**config.mk**
```make
export PLATFORM = sky130hd
export DESIGN_NAME = pwm_capture
export DESIGN_NICKNAME = d
export VERILOG_FILES = /design/src/rtl/pwm_pkg.sv /design/src/rtl/pwm_sync_edge.sv /design/src/rtl/pwm_capture.sv
export SDC_FILE = /design/constraint.sdc
export NUM_CORES = 1
export LEC_CHECK = 0
export BUFFER_PORTS_ARGS = -buffer_cell sky130_fd_sc_hd__buf_2
export CAP_MARGIN = 10
export CORE_ASPECT_RATIO = 1.1
export CORE_UTILIZATION = 35
export CTS_CLUSTER_DIAMETER = 150
export CTS_CLUSTER_SIZE = 12
export DETAILED_ROUTE_END_ITERATION = 8
export PLACE_DENSITY = 0.63
export SLEW_MARGIN = 20
export SYNTH_ARGS = -nofsm -noshare
export SYNTH_HDL_FRONTEND = slang
export SYNTH_HIERARCHICAL = 1
export SYNTH_SLANG_ARGS = --single-unit
```
**constraint.sdc**
```tcl
create_clock -name clk -period 3 [get_ports clk]
set_clock_uncertainty 0.2 [all_clocks]
set_input_delay 0.15 -clock clk [delete_from_list [all_inputs] [get_ports clk]]
set_output_delay 0.15 -clock clk [all_outputs]
set_load 0.1 [all_outputs]
```
**src/rtl/pwm_pkg.sv**
```systemverilog
// Shared definitions for the PWM capture slice: default widths and the
// measurement FSM state encoding.
package pwm_pkg;

   localparam int CNT_W_DEF       = 8;
   localparam int SYNC_STAGES_DEF = 2;

   typedef enum logic [1:0] {
      IDLE = 2'd0,
      ARM  = 2'd1,
      MEAS = 2'd2
   } meas_state_e;

   // Result reported for a timeout: all-ones if the line is stuck high, zero otherwise.
   function automatic logic [CNT_W_DEF-1:0] stuck_level(input logic level_s);
      return {CNT_W_DEF{level_s}};
   endfunction

endpackage

```
**src/rtl/pwm_sync_edge.sv**
```systemverilog
// Input synchronizer chain for the asynchronous PWM line plus a rising-edge
// detector on the synchronized level.
module pwm_sync_edge #(
   parameter int SYNC_STAGES = 2
) (
   input  logic clk,
   input  logic rst,
   input  logic pwm_in,
   output logic sync_q,
   output logic rise
);

   logic [SYNC_STAGES-1:0] chain_r;
   logic                   prev_r;

   // Synchronizer shift chain and one-cycle history of its output.
   always_ff @(posedge clk) begin
      if (rst) begin
         chain_r <= {SYNC_STAGES{1'b0}};
         prev_r  <= 1'b0;
      end else begin
         chain_r[0] <= pwm_in;
         for (int i = 1; i < SYNC_STAGES; i++) begin
            chain_r[i] <= chain_r[i-1];
         end
         prev_r <= chain_r[SYNC_STAGES-1];
      end
   end

   assign sync_q = chain_r[SYNC_STAGES-1];
   assign rise   = chain_r[SYNC_STAGES-1] & ~prev_r;

endmodule

```
**src/rtl/pwm_capture.sv**
```systemverilog
// Measures high time and period of a PWM input in clk cycles, with a
// timeout that flags a missing or stuck signal.
module pwm_capture
   import pwm_pkg::*;
#(
   parameter int CNT_W       = CNT_W_DEF,
   parameter int SYNC_STAGES = SYNC_STAGES_DEF
) (
   input  logic             clk,
   input  logic             rst,
   input  logic             pwm_in,
   input  logic             meas_en,
   output logic [CNT_W-1:0] high_cnt,
   output logic [CNT_W-1:0] period_cnt,
   output logic             meas_valid,
   output logic             no_signal
);

   localparam logic [CNT_W-1:0] ACC_ZERO  = {CNT_W{1'b0}};
   localparam logic [CNT_W-1:0] ACC_ONE   = {{(CNT_W-1){1'b0}}, 1'b1};
   localparam logic [CNT_W-1:0] ACC_MAX   = {CNT_W{1'b1}};
   localparam logic [CNT_W-1:0] ARM_LIMIT = ACC_MAX - ACC_ONE;

   logic             sync_s;
   logic             rise_s;
   meas_state_e      state_r;
   logic [CNT_W-1:0] period_acc_r;
   logic [CNT_W-1:0] high_acc_r;

   pwm_sync_edge #(
      .SYNC_STAGES(SYNC_STAGES)
   ) u_sync_edge (
      .clk   (clk),
      .rst   (rst),
      .pwm_in(pwm_in),
      .sync_q(sync_s),
      .rise  (rise_s)
   );

   // Measurement FSM; in ARM the period accumulator doubles as the wait counter.
   always_ff @(posedge clk) begin
      if (rst) begin
         state_r      <= IDLE;
         period_acc_r <= ACC_ZERO;
         high_acc_r   <= ACC_ZERO;
         high_cnt     <= ACC_ZERO;
         period_cnt   <= ACC_ZERO;
         meas_valid   <= 1'b0;
         no_signal    <= 1'b0;
      end else if (!meas_en) begin
         state_r      <= IDLE;
         period_acc_r <= ACC_ZERO;
         high_acc_r   <= ACC_ZERO;
         meas_valid   <= 1'b0;
      end else begin
         meas_valid <= 1'b0;
         case (state_r)
            IDLE: begin
               state_r      <= ARM;
               period_acc_r <= ACC_ZERO;
               high_acc_r   <= ACC_ZERO;
            end
            ARM: begin
               if (rise_s) begin
                  state_r      <= MEAS;
                  period_acc_r <= ACC_ONE;
                  high_acc_r   <= ACC_ONE;
               end else if (period_acc_r == ARM_LIMIT) begin
                  high_cnt     <= {CNT_W{sync_s}};
                  period_cnt   <= ACC_ZERO;
                  no_signal    <= 1'b1;
                  meas_valid   <= 1'b1;
                  period_acc_r <= ACC_ZERO;
               end else begin
                  period_acc_r <= period_acc_r + ACC_ONE;
               end
            end
            MEAS: begin
               // An edge on the last countable cycle still yields a full-scale result.
               if (rise_s) begin
                  high_cnt     <= high_acc_r;
                  period_cnt   <= period_acc_r;
                  no_signal    <= 1'b0;
                  meas_valid   <= 1'b1;
                  period_acc_r <= ACC_ONE;
                  high_acc_r   <= ACC_ONE;
               end else if (period_acc_r == ACC_MAX) begin
                  high_cnt     <= {CNT_W{sync_s}};
                  period_cnt   <= ACC_ZERO;
                  no_signal    <= 1'b1;
                  meas_valid   <= 1'b1;
                  state_r      <= ARM;
                  period_acc_r <= ACC_ZERO;
                  high_acc_r   <= ACC_ZERO;
               end else begin
                  period_acc_r <= period_acc_r + ACC_ONE;
                  high_acc_r   <= high_acc_r + {{(CNT_W-1){1'b0}}, sync_s};
               end
            end
            default: begin
               state_r      <= IDLE;
               period_acc_r <= ACC_ZERO;
               high_acc_r   <= ACC_ZERO;
            end
         endcase
      end
   end

endmodule
```
Word level (Yosys, flattened, before mapping)
Cells that the tools add are included.
Widths: inputs -> output; s select.

word-level totals
  register bits = 39
  output and inout bits = 18

cells by class
  add/subtract/negate cells = 2
  equality and inequality tests = 10
  muxes and demuxes = 33
  bitwise gates (word level) = 3
  reductions and logical operators = 5

operators by type and width
  kind                 count
  $mux 8               15
  $pmux 8 s2           4
  $eq 8x8->1 const B   2
  $ne 2x2->1 const B   5
  $add 8x1->8          1
  $add 8x1->8 const B  1
  $mux 1               8
  $mux 2               3
  $pmux 2 s3           1
  $reduce_and 5->1     1
  $pmux 1 s2           2
  $ne 3x3->1 const B   1
  $reduce_and 3->1     1
  $eq 2x1->1 const B   1
  $eq 2x2->1 const B   1
  $logic_not 2->1      1
  $not 1->1            2
  $reduce_bool 2->1    1
  $reduce_or 2->1      1
  $and 1x1->1          1

Depth between registers and ports, before layout
  depth in word-level cells = 4
  mapped depth = 8
  mapped depth without buffers = 6

Hierarchy
Netlist, hierarchy kept.

by module, submodules not included
  module         times used  cells each  area an instance (um2)
  pwm_capture    1           214         1879.3
  pwm_sync_edge  1           7           87.6

Worst setup path after synthesis
Ideal clock, no wire load.

  path kind = reg-to-reg
  from = reg state_r[1]
  to = reg period_cnt[7]
  library setup time = 0.070 ns
  arrival time = 1.858 ns
  required time = 2.730 ns
  slack = 0.872 ns
  cell stages (with the launch flop) = 8
  cell sequence = dfxtp_1 > inv_1 > ha_1 > nand2b_1 > o32a_4 > buf_6 > or4_1 > a21oi_1

on the way
  cells in the longest elaborated chain, start to end = 3
  elaborated cells between the ends (all ways) = 8
  classes of those cells = 5 x eq/ne; 1 x mux; 2 x reduce/logical

ends and longest elaborated chain
  element                                             line               text
  start: declaration                                  pwm_capture.sv:26  meas_state_e state_r;
  start signal: assignment                            pwm_capture.sv:43  state_r <= IDLE;
  start signal: assignment                            pwm_capture.sv:51  state_r <= IDLE;
  start signal: assignment                            pwm_capture.sv:59  state_r <= ARM;
  $eq 2x2->1 / $eq 2x1->1 (equally long branches)     pwm_capture.sv:57  case (state_r)
  $ne 3x3->1 (no line), or another cell as far along  --
  $reduce_and 5->1 (no line)                          --
  end signal: assignment                              pwm_capture.sv:82  period_cnt <= period_acc_r;
  end: declaration                                    pwm_capture.sv:14  output logic [CNT_W-1:0] period_cnt,

Parallel ways exist; a longest one is shown, timed or not.
A chain may end at the register's enable or synchronous reset.

Worst setup path in the final report
  from = reg state_r[1]
  to = reg high_cnt[5]

on the way
  cells in the longest elaborated chain, start to end = 3
  elaborated cells between the ends (all ways) = 8
  classes of those cells = 5 x eq/ne; 1 x mux; 2 x reduce/logical

ends and longest elaborated chain
  element                                             line               text
  $eq 2x2->1 / $eq 2x1->1 (equally long branches)     pwm_capture.sv:57
  $ne 3x3->1 (no line), or another cell as far along  --
  $reduce_and 5->1 (no line)                          --
  end signal: assignment                              pwm_capture.sv:69  high_cnt <= {CNT_W{sync_s}};
  end signal: assignment                              pwm_capture.sv:81  high_cnt <= high_acc_r;
  end signal: assignment                              pwm_capture.sv:88  high_cnt <= {CNT_W{sync_s}};
  end: declaration                                    pwm_capture.sv:13  output logic [CNT_W-1:0] high_cnt,

Parallel ways exist; a longest one is shown, timed or not.

==> flow_metrics.tcl <==
set metrics [dict create \
    ys.flop_type "dfxtp_1" \
    max_slew.worst_pin.slew_ns 0.667 \
    grt_pass1_vias 1440 \
    multi_input_area_sq_mm 0.00107 \
    max-cap-violations 0 \
    cts_tree "built" \
    grt_max_degree 23 \
    period_share 0.835 \
    peakVddDrop_v 0.000229 \
    post_drt_wl_per_cell_microns 12.8 \
    relSlewSlack 0.555 \
    startpoint_type "register" \
    ant_nets 0 \
    rsz0062_at_grt "no" \
    core_area_sq_mm 0.00540 \
    final_max_slew_viol_count 0 \
    n_fill_cell 572 \
    crit_chain "inv_1 -> ha_1 -> nand2b_1 -> o32a_4 -> nor3_2 -> a311oi_1" \
    totalWireLength_mm 4.01 \
    drive_above_1_share 0.156 \
    vias_per_cell 5.19 \
    start_util 0.365 \
    yosys.area.top_type_share 0.397 \
    h-tree-depth 2 \
    outcome "finished clean" \
    synth_cell_types 42 \
    die_h_microns 80.6 \
    finalWorstSetupSlack_ns 0.496 \
    fmax_ghz 0.399 \
    cp_slowest_cell "o32a_4" \
    seqCellArea_sq_um 781 \
    yosysTopAreaCell "dfxtp_1" \
    cp_max_fo 17 \
    fp.dieArea_sq_mm 0.00592 \
    period_needed_ns 2.50 \
    ys_seq_area_frac 0.397 \
    insertion_delay_ns 0.29 \
    cts_resized 0 \
    synth_cells 221 \
    cts_buffer_depth 2 \
    tns_ns 0 \
    antenna_found_initial 0 \
    synth_enable_flop_cells 0 \
    leakagePower_nw 0.780 \
    end_kind "register" \
    syn_to_final_growth_pct 12.5 \
    yosysMostFrequentCell "dfxtp_1" \
    synthesis.area_sq_mm 0.00197 \
    timing.rr.start "state_r[1]" \
    cpPeakStageDelay_ns 0.53 \
    syn_avg_cell_area_sq_um 8.90 \
    dp_slack_ns 0.499 \
    startpoint "state_r[1]" \
    synth_area_leaders "dfxtp_1 40%, ha_1 5.7%, a21oi_1 4.6%" \
    arrival_ns 2.45 \
    worstSetupPathType "reg -> reg" \
    hpwl_mm 2.81 \
    num_vias 1619 \
    grt_overflow 0 \
    syn_nets 234 \
    numCtsBuffers 5 \
    dr.pass1.iters 4 \
    yosys_warnings 6 \
    required_ns 2.95 \
    cts_sinks 39 \
    diodes 0 \
    nets 249 \
    cts_root_buf "clkbuf_8" \
    post_cts_buffers 0 \
    drc 0 \
    hold_start "rst" \
    gp_congestion 0.769 \
    rows 28 \
    port_buffers 21 \
    die_w_microns 73.5 \
    powerDensity_mw_per_mm2 475 \
    netlist_top_cells_count "39 x dfxtp_1, 18 x a21oi_1, 18 x nand2_1, 14 x nand3_1, 12 x nor2_1" \
    clk_pin_slew_ns 0.08 \
    finalHoldViolCount 0 \
    io_pins 22 \
    async_reset_ff_frac 0 \
    grt_pass1_wl_mm 6.64 \
    ys_seq_elements 39 \
    dr.first_iter.drc_count 72 \
    min_path_type "in -> reg" \
    grt.total_usage 0.145 \
    setup_viol 0 \
    ctsHoldBuffers 1 \
]
## cells by family (layout without fill, tap and decap cells)
kind of cell / count (synthesis) / in the layout / share of synthesized area
AO/OA/AOI/OAI: 63 / 63 / 0.222
flip-flops: 39 / 39 / 0.397
adder cells (fa/ha/maj): 9 / 9 / 0.0573
buffers and inverters: 22 / 38 / 0.0579
XOR/XNOR: 11 / 11 / 0.0490
AND/OR/NAND/NOR: 77 / 77 / 0.217
## final cells by class
class / count / share of cell area
Timing Repair Buffer: 23 / 0.0554
Clock inverter: 2 / 0.0158
Tap cell: 75 / 0.0424
Multi-Input combinational cell: 160 / 0.484
Inverter: 7 / 0.0119
Sequential cell: 39 / 0.353
Clock buffer: 6 / 0.0373
## layer usage
layer,GRT usage,vias to the layer above,part of all wire
met3,0.0301,7,0.038
met4,0.0635,0,0.016
li1,-,846,-
met1,0.194,732,0.51
met2,0.221,34,0.44
met5,0,-,0
## metrics by stage
| stage | power [W] | cells | area (sq um) | utilization | hold WS, ns |
|---|---|---|---|---|---|
| 2_1_floorplan | 0.000599 | 221 | 1970 | - | 0.0216 |
| 3_3_place_gp | 0.000611 | 303 | 2090 | 0.387 | 0.170 |
| 3_5_place_dp | 0.000612 | 303 | 2090 | 0.387 | 0.165 |
| 4_1_cts | 0.00107 | 312 | 2210 | 0.410 | 0.0554 |
| 5_1_grt | 0.00109 | 312 | 2210 | 0.410 | 0.0803 |
| 6_report | 0.00105 | 312 | 2210 | 0.410 | 0.0584 |
## registers in the layout (all words and copies together) (netlist names), 2 cells and up
name and count:
high_acc_r 8, u_sync_edge/chain_r 2, period_acc_r 8, period_cnt 8, high_cnt 8, state_r 2
## placed cells by master (no fill, tap or decap), types with 2 or more instances in the layout
cell type and instances:
dfxtp_1 39, buf_2 21, a21oi_1 18, nand2_1 18, nand3_1 14, nor2_1 12
a31oi_1 9, o31ai_1 9, or4_1 9, ha_1 9, xor2_1 8, a311oi_1 8
inv_1 6, nor2b_1 6, o21ai_0 6, clkbuf_8 6, nand4_1 5, and3_1 4
nand2b_1 3, a211oi_1 3, xnor2_1 3, and4_1 2
## worst max-delay path, delay by kind of cell, from the launching register on
family / cells / cell delay [ns]
AND/OR/NAND/NOR: 2 / 0.74
AO/OA/AOI/OAI: 2 / 0.70
flip-flops: 1 / 0.34
adder cells (fa/ha/maj): 1 / 0.28
buffers and inverters: 1 / 0.10
## power breakdown
| group | total, W | leakage [nW] | switching, W | internal (W) |
|---|---|---|---|---|
| registers | 0.000527 | 0.315 | 0.00000388 | 0.000523 |
| logic | 0.0000740 | 0.404 | 0.0000547 | 0.0000194 |
| clock network | 0.000451 | 0.0612 | 0.000182 | 0.000269 |
## path summary, 6_finish.rpt
check | endpoint | slack [ns] | cells past startpoint
setup / recovery | high_cnt[5] | 0.50 | 6
hold / removal | u_sync_edge/chain_r[0] | 0.06 | 2
setup reg to reg | high_cnt[5] | 0.50 | 6
hold reg to reg | u_sync_edge/chain_r[1] | 0.24 | 1
Note: power is estimated with default switching activity, not from simulation.
